### config.mk
export PLATFORM = sky130hd
export DESIGN_NAME = ex_stage
export DESIGN_NICKNAME = d
export VERILOG_FILES = /design/src/rtl/cpu_defs.sv /design/src/rtl/div_radix2.sv /design/src/rtl/ex_stage.sv
export SDC_FILE = /design/constraint.sdc
export NUM_CORES = 1
export LEC_CHECK = 0
export BUFFER_PORTS_ARGS = -buffer_cell sky130_fd_sc_hd__clkbuf_2
export CORE_MARGIN = 2
export CORE_UTILIZATION = 45
export DETAILED_ROUTE_END_ITERATION = 6
export PLACE_DENSITY_LB_ADDON = 0.25
export SKIP_CTS_REPAIR_TIMING = 1
export SYNTH_ARGS = -nofsm -noshare
export SYNTH_HDL_FRONTEND = slang
export SYNTH_SLANG_ARGS = --single-unit
### constraint.sdc
create_clock -name clk -period 7.4 [get_ports clk]
set_input_delay 1.48 -clock clk [delete_from_list [all_inputs] [get_ports clk]]
set_output_delay 1.48 -clock clk [all_outputs]
set_load 0.01 [all_outputs]
### src/rtl/cpu_defs.sv
// rtl/cpu_defs.sv - shared pipeline definitions for the execute stage
// Purpose: ALU one-hot bit positions, divide-op bit positions, store type
//          codes, divider state encoding, reset PC and an operand helper.
// Ports:   none (package).
package cpu_defs;

   // Bit positions inside the 12-bit one-hot alu_op vector
   localparam int ALU_ADD  = 0;
   localparam int ALU_SUB  = 1;
   localparam int ALU_SLT  = 2;
   localparam int ALU_SLTU = 3;
   localparam int ALU_AND  = 4;
   localparam int ALU_NOR  = 5;
   localparam int ALU_OR   = 6;
   localparam int ALU_XOR  = 7;
   localparam int ALU_SLL  = 8;
   localparam int ALU_SRL  = 9;
   localparam int ALU_SRA  = 10;
   localparam int ALU_LUI  = 11;

   // Bit positions inside the 3-bit div_op vector {en, signed, rem}
   localparam int DIV_EN     = 2;
   localparam int DIV_SIGNED = 1;
   localparam int DIV_REM    = 0;

   localparam logic [1:0] ST_NONE = 2'b00;
   localparam logic [1:0] ST_BYTE = 2'b01;
   localparam logic [1:0] ST_HALF = 2'b10;
   localparam logic [1:0] ST_WORD = 2'b11;

   typedef enum logic [1:0] {
      DIV_IDLE = 2'd0,
      DIV_CALC = 2'd1,
      DIV_DONE = 2'd2
   } div_state_t;

   localparam logic [31:0] RESET_PC = 32'h1c00_0000;

   // Magnitude of a 32-bit operand; -2^31 maps onto 0x80000000 unsigned
   function automatic logic [31:0] abs32(input logic [31:0] v, input logic is_signed);
      return (is_signed && v[31]) ? (~v + 32'd1) : v;
   endfunction

endpackage

### src/rtl/div_radix2.sv
// rtl/div_radix2.sv - iterative restoring radix-2 32-bit divider
// Purpose: one shift-subtract step per cycle over 32 cycles, then holds the
//          sign-corrected result in DONE until the consumer acknowledges.
// Ports:   clk, reset (async active-low), start, is_signed, dividend,
//          divisor, ack (leave DONE), busy (not IDLE), done (in DONE),
//          quotient, remainder.
module div_radix2
   import cpu_defs::*;
(
   input  logic        clk,
   input  logic        reset,
   input  logic        start,
   input  logic        is_signed,
   input  logic [31:0] dividend,
   input  logic [31:0] divisor,
   input  logic        ack,
   output logic        busy,
   output logic        done,
   output logic [31:0] quotient,
   output logic [31:0] remainder
);

   div_state_t  state;
   div_state_t  next_state;
   logic [4:0]  count;
   logic [31:0] quo_r;
   logic [31:0] rem_r;
   logic [31:0] dvs_r;
   logic [31:0] raw_dividend;
   logic        neg_q;
   logic        neg_r;
   logic        div_zero;

   logic [32:0] rem_shift;
   logic [32:0] trial;

   // Bring the next dividend bit into the partial remainder and try a subtract
   assign rem_shift = {rem_r, quo_r[31]};
   assign trial     = rem_shift - {1'b0, dvs_r};

   always_ff @(posedge clk or negedge reset) begin
      if (!reset) state <= DIV_IDLE;
      else        state <= next_state;
   end

   always_comb begin
      next_state = state;
      case (state)
         DIV_IDLE: if (start)          next_state = DIV_CALC;
         DIV_CALC: if (count == 5'd0)  next_state = DIV_DONE;
         DIV_DONE: if (ack)            next_state = DIV_IDLE;
         default:                      next_state = DIV_IDLE;
      endcase
   end

   always_ff @(posedge clk or negedge reset) begin
      if (!reset) begin
         count        <= 5'd0;
         quo_r        <= 32'd0;
         rem_r        <= 32'd0;
         dvs_r        <= 32'd0;
         raw_dividend <= 32'd0;
         neg_q        <= 1'b0;
         neg_r        <= 1'b0;
         div_zero     <= 1'b0;
      end else begin
         case (state)
            DIV_IDLE: begin
               if (start) begin
                  quo_r        <= abs32(dividend, is_signed);
                  dvs_r        <= abs32(divisor, is_signed);
                  rem_r        <= 32'd0;
                  raw_dividend <= dividend;
                  neg_q        <= is_signed && (dividend[31] ^ divisor[31]);
                  neg_r        <= is_signed && dividend[31];
                  div_zero     <= (divisor == 32'd0);
                  count        <= 5'd31;
               end
            end
            DIV_CALC: begin
               // trial[32] set means the subtract borrowed: restore
               if (!trial[32]) begin
                  rem_r <= trial[31:0];
                  quo_r <= {quo_r[30:0], 1'b1};
               end else begin
                  rem_r <= rem_shift[31:0];
                  quo_r <= {quo_r[30:0], 1'b0};
               end
               if (count != 5'd0) count <= count - 5'd1;
            end
            default: ;
         endcase
      end
   end

   assign busy      = (state != DIV_IDLE);
   assign done      = (state == DIV_DONE);
   // Divide by zero bypasses sign correction entirely
   assign quotient  = div_zero ? 32'hFFFF_FFFF : (neg_q ? (~quo_r + 32'd1) : quo_r);
   assign remainder = div_zero ? raw_dividend  : (neg_r ? (~rem_r + 32'd1) : rem_r);

endmodule

### src/rtl/ex_stage.sv
// rtl/ex_stage.sv - execute stage of the 5-stage in-order pipeline
// Purpose: latches decoded operands, computes ALU or divide results, forms
//          store byte enables/data and hands the bundle to the memory stage.
// Ports:   clk, reset (async active-low); handshake ds_to_es_valid,
//          es_allow_in, ms_allow_in, es_to_ms_valid; decode inputs ds_*;
//          outputs es_pc, es_data_sram_*, es_rf_*, es_valid, es_div_busy.
module ex_stage
   import cpu_defs::*;
(
   input  logic        clk,
   input  logic        reset,
   input  logic        ds_to_es_valid,
   output logic        es_allow_in,
   input  logic        ms_allow_in,
   output logic        es_to_ms_valid,
   input  logic [31:0] ds_pc,
   input  logic [11:0] ds_alu_op,
   input  logic [2:0]  ds_div_op,
   input  logic [31:0] ds_src1,
   input  logic [31:0] ds_src2,
   input  logic [1:0]  ds_st_type,
   input  logic [31:0] ds_st_data,
   input  logic        ds_gr_we,
   input  logic [4:0]  ds_dest,
   output logic [31:0] es_pc,
   output logic [3:0]  es_data_sram_we,
   output logic [31:0] es_data_sram_addr,
   output logic [31:0] es_data_sram_wdata,
   output logic [3:0]  es_rf_we,
   output logic [4:0]  es_rf_waddr,
   output logic [31:0] es_rf_wdata,
   output logic        es_valid,
   output logic        es_div_busy
);

   logic [11:0] alu_op;
   logic [2:0]  div_op;
   logic [31:0] src1;
   logic [31:0] src2;
   logic [1:0]  st_type;
   logic [31:0] st_data;
   logic        gr_we;
   logic [4:0]  dest;

   logic        es_ready_go;
   logic        div_done;
   logic [31:0] div_quo;
   logic [31:0] div_rem;
   logic [31:0] sum;
   logic [31:0] alu_result;
   logic [3:0]  st_we;
   logic [31:0] st_wdata;
   logic [4:0]  sh;

   assign es_allow_in    = !es_valid || (es_ready_go && ms_allow_in);
   assign es_to_ms_valid = es_valid && es_ready_go;
   assign es_ready_go    = div_op[DIV_EN] ? div_done : 1'b1;

   always_ff @(posedge clk or negedge reset) begin
      if (!reset)           es_valid <= 1'b0;
      else if (es_allow_in) es_valid <= ds_to_es_valid;
   end

   always_ff @(posedge clk or negedge reset) begin
      if (!reset) begin
         es_pc   <= RESET_PC;
         alu_op  <= 12'd0;
         div_op  <= 3'd0;
         src1    <= 32'd0;
         src2    <= 32'd0;
         st_type <= ST_NONE;
         st_data <= 32'd0;
         gr_we   <= 1'b0;
         dest    <= 5'd0;
      end else if (es_allow_in && ds_to_es_valid) begin
         es_pc   <= ds_pc;
         alu_op  <= ds_alu_op;
         div_op  <= ds_div_op;
         src1    <= ds_src1;
         src2    <= ds_src2;
         st_type <= ds_st_type;
         st_data <= ds_st_data;
         gr_we   <= ds_gr_we;
         dest    <= ds_dest;
      end
   end

   assign sum = src1 + src2;
   assign sh  = src2[4:0];

   // alu_op is one-hot, so the OR-combine selects exactly one result
   always_comb begin
      alu_result = 32'd0;
      if (alu_op[ALU_ADD])  alu_result = alu_result | sum;
      if (alu_op[ALU_SUB])  alu_result = alu_result | (src1 - src2);
      if (alu_op[ALU_SLT])  alu_result = alu_result | {31'd0, ($signed(src1) < $signed(src2))};
      if (alu_op[ALU_SLTU]) alu_result = alu_result | {31'd0, (src1 < src2)};
      if (alu_op[ALU_AND])  alu_result = alu_result | (src1 & src2);
      if (alu_op[ALU_NOR])  alu_result = alu_result | ~(src1 | src2);
      if (alu_op[ALU_OR])   alu_result = alu_result | (src1 | src2);
      if (alu_op[ALU_XOR])  alu_result = alu_result | (src1 ^ src2);
      if (alu_op[ALU_SLL])  alu_result = alu_result | (src1 << sh);
      if (alu_op[ALU_SRL])  alu_result = alu_result | (src1 >> sh);
      if (alu_op[ALU_SRA])  alu_result = alu_result | 32'($signed(src1) >>> sh);
      if (alu_op[ALU_LUI])  alu_result = alu_result | src2;
   end

   // Low address bits are used as given; misalignment is the decoder's problem
   always_comb begin
      st_we    = 4'b0000;
      st_wdata = st_data;
      case (st_type)
         ST_BYTE: begin
            st_we    = 4'b0001 << sum[1:0];
            st_wdata = {4{st_data[7:0]}};
         end
         ST_HALF: begin
            st_we    = sum[1] ? 4'b1100 : 4'b0011;
            st_wdata = {2{st_data[15:0]}};
         end
         ST_WORD: st_we = 4'b1111;
         default: st_we = 4'b0000;
      endcase
   end

   div_radix2 u_div (
      .clk       (clk),
      .reset     (reset),
      .start     (es_valid && div_op[DIV_EN]),
      .is_signed (div_op[DIV_SIGNED]),
      .dividend  (src1),
      .divisor   (src2),
      .ack       (ms_allow_in),
      .busy      (es_div_busy),
      .done      (div_done),
      .quotient  (div_quo),
      .remainder (div_rem)
   );

   assign es_data_sram_we    = es_valid ? st_we : 4'b0000;
   assign es_data_sram_addr  = sum;
   assign es_data_sram_wdata = st_wdata;
   assign es_rf_we           = {4{gr_we}};
   assign es_rf_waddr        = dest;
   assign es_rf_wdata        = div_op[DIV_EN] ? (div_op[DIV_REM] ? div_rem : div_quo) : alu_result;

endmodule

==> results.json <==
{
  "status": "completed",
  "clockBufferDepth": 3,
  "clk_pin_slew_worst_paths_ns": 0.06,
  "yosysTopAreaCell": "dfrtp_1",
  "cp_num_buf_inv": 1,
  "grtUsageMet3_pct": 9.429,
  "grt_pass1_wl_um": 159200,
  "start_util_pct": 45.61,
  "tns_ns": 0,
  "vias_per_cell": 6.392,
  "post-dp-hpwl_um": 80720,
  "gr-total-overflow": 0,
  "crit_start": "src2[0]$_DFFE_PN0P_",
  "synth_area_leaders": "dfrtp_1, ha_1, o21ai_0, nand2_1, xnor2_1",
  "core_um2": 56500,
  "cap_violations": 0,
  "slowest_delay_ns": 0.78,
  "ys.flop_type": "dfrtp_1",
  "hp-start": "u_div.dvs_r[13]$_DFFE_PN0P_",
  "grt_start_max_net_pins": 149,
  "port_buffers": 299,
  "min_period_over_period_pct": 90.00,
  "finalSetupViolCount": 0,
  "num_rows": 87,
  "synth_seq_cells": 290,
  "start_kind": "flip-flop",
  "worstPathRequired_ns": 5.92,
  "cts_sinks": 290,
  "syn_nets": 3530,
  "n_antenna_cell": 0,
  "root_buffer": "clkbuf_16",
  "syn_inst": 3233,
  "met2_usage_pct": 50.04,
  "r2r_start": "src2[1]$_DFFE_PN0P_",
  "synth_area_um2": 25770,
  "antenna_found_initial": 4,
  "numCtsBuffers": 37,
  "syn_avg_cell_area_um2": 7.970,
  "timing.final.ws_setup_ns": 0.7397,
  "slew_violations": 0,
  "path_class": "reg2out",
  "synth_edf_count": 0,
  "fp.dieH_um": 243.3,
  "final_common_cell": "nand2_1",
  "hold_viol": 0,
  "cts_tree": "done",
  "max_freq_ghz": 0.1501,
  "final_cell_mix": "nand2_1, o21ai_0, clkbuf_2, dfrtp_1, nor2_1",
  "drt-total-wl_um": 107700,
  "ys_async_sr_fraction_pct": 100.0,
  "drc": 0,
  "dp_slack_ns": 1.473,
  "die_w_um": 243.3,
  "cp-end-kind": "output port",
  "slew_headroom_pct": 9.448,
  "grt_pass1_vias": 24413,
  "drtIter0Drc": 3486,
  "ios": 300,
  "slowest_stage": "o41ai_1",
  "rsz0062_at_grt": "false",
  "use_met1_pct": 49.12,
  "worstSkewPairLatency_ns": 0.60,
  "drt_first_pass_iters": 7,
  "cp.arrival_ns": 5.18,
  "synth_cell_type_count": 88,
  "ys_seq_area_share_pct": 28.18,
  "r2r_setup_slack_ns": 2.79,
  "finalCriticalPeriod_ns": 6.660,
  "nets": 3660,
  "wl_per_cell_um": 25.97,
  "grtUsageTotal_pct": 35.29,
  "yosys.area.top_type_share_pct": 27.87,
  "vias": 26509,
  "finClkSkew_ns": 0.03229,
  "gp_congestion": 1.059,
  "yosysWarnings": 0,
  "ant_nets": 0,
  "crit_fanout": 39,
  "worstMarginPinSlew_ns": 1.346,
  "grt_busiest_layer": "met2",
  "path_cells": "ha_1, fa_1, a211oi_1, o21ai_0, a211oi_2, o22ai_1, o41ai_1, o21ai_1, xor2_1, nand2_1, a22oi_1, clkbuf_2",
  "htree_levels": 2,
  "finish.utilization_pct": 51.10,
  "area_growth_pct": 12.02,
  "layout-drive-gt1-share_pct": 16.96,
  "worstHoldPathType": "reg2reg",
  "design.die.area_um2": 59190,
  "critPathTopFamily": "compound AO/OA/AOI/OAI gates"
}
state kept, by name, summed over array words and instances, names as in the netlist, 2 cells and up:
register            count
src1                   32
u_div.count             5
u_div.quo_r            32
div_op                  3
alu_op                 12
st_type                 2
es_rf_waddr             5
u_div.raw_dividend     32
src2                   32
st_data                32
es_pc                  32
u_div.dvs_r            32
u_div.state             2
u_div.rem_r            32
stage by stage:
step	cell area, µm²	std cells	hold WS, ns
after floorplan	25770	3233	0.4412
after global placement	27550	4080	0.4523
after detailed placement	27550	4080	0.4704
after CTS	28870	4147	0.4836
after global routing	28870	4147	0.5023
final	28870	4147	0.4817
cell type report:
| type | instances | area, µm² |
|---|---|---|
| Clock buffer | 50 | 1065 |
| Clock inverter | 17 | 251.5 |
| Fill cell | 5480 | 27630 |
| Inverter | 156 | 585.6 |
| Multi-Input combinational cell | 2537 | 16900 |
| Sequential cell | 290 | 7272 |
| Tap cell | 756 | 945.9 |
| Timing Repair Buffer | 341 | 1847 |
logic make-up after synthesis:
kind of cell / count (synthesis) / share of synthesized area, %
flip-flops: 290 / 28.18
adder cells (fa/ha/maj): 142 / 6.982
AO/OA/AOI/OAI: 1056 / 25.92
multiplexers: 234 / 10.17
XOR/XNOR: 185 / 6.288
buffers and inverters: 406 / 6.356
AND/OR/NAND/NOR: 920 / 16.11
path summary, 6_finish.rpt:
check	endpoint	depth (start not counted)
setup reg to reg	u_div.dvs_r[29]$_DFFE_PN0P_	10
min in group asynchronous	src1[26]$_DFFE_PN0P_	1
setup / recovery	es_rf_wdata[26]	12
hold / removal	u_div.dvs_r[13]$_DFFE_PN0P_	2
max in group asynchronous	src2[1]$_DFFE_PN0P_	2
hold reg to reg	u_div.dvs_r[13]$_DFFE_PN0P_	2
Yosys cell counts (14+ instances only):
cell      instances
a222oi_1         15
a221oi_1         21
xor2_1           42
nor3_1           40
clkbuf_1        191
ha_1            139
nand2_1         389
a211oi_1         39
buf_1            25
dfrtp_1         287
o21ai_0         329
or3_1            15
o22ai_1          51
a21oi_1         216
o21bai_1         17
o21a_1           17
mux2_2          103
nand4_1          22
nor2b_1          14
a32oi_1          23
a21o_1           40
nand3_1          53
nor2_1          242
mux2i_1         119
and3_1           21
inv_1           151
a31oi_1          35
nor4_1           26
nand2b_1         26
o31ai_1          29
or4_1            14
or2_2            14
and2_1           17
xnor2_1         143
a22oi_1          66
o21ai_1          31
per-layer routing:
layer	wire, µm	share of wire, %
met5	55	0.051
met3	13020	12
met1	44230	41
met4	6070	5.6
met2	44330	41
tightest hold or removal path, delay by kind of cell, from the launching register on:
family | cells | cell delay, ns
simple gates | 1 | 0.04
flops | 1 | 0.34
compound gates | 1 | 0.06
Power is left out: the tool's default activity adds up to more than one toggle a clock period on the data nets, which glitch-free logic cannot reach.
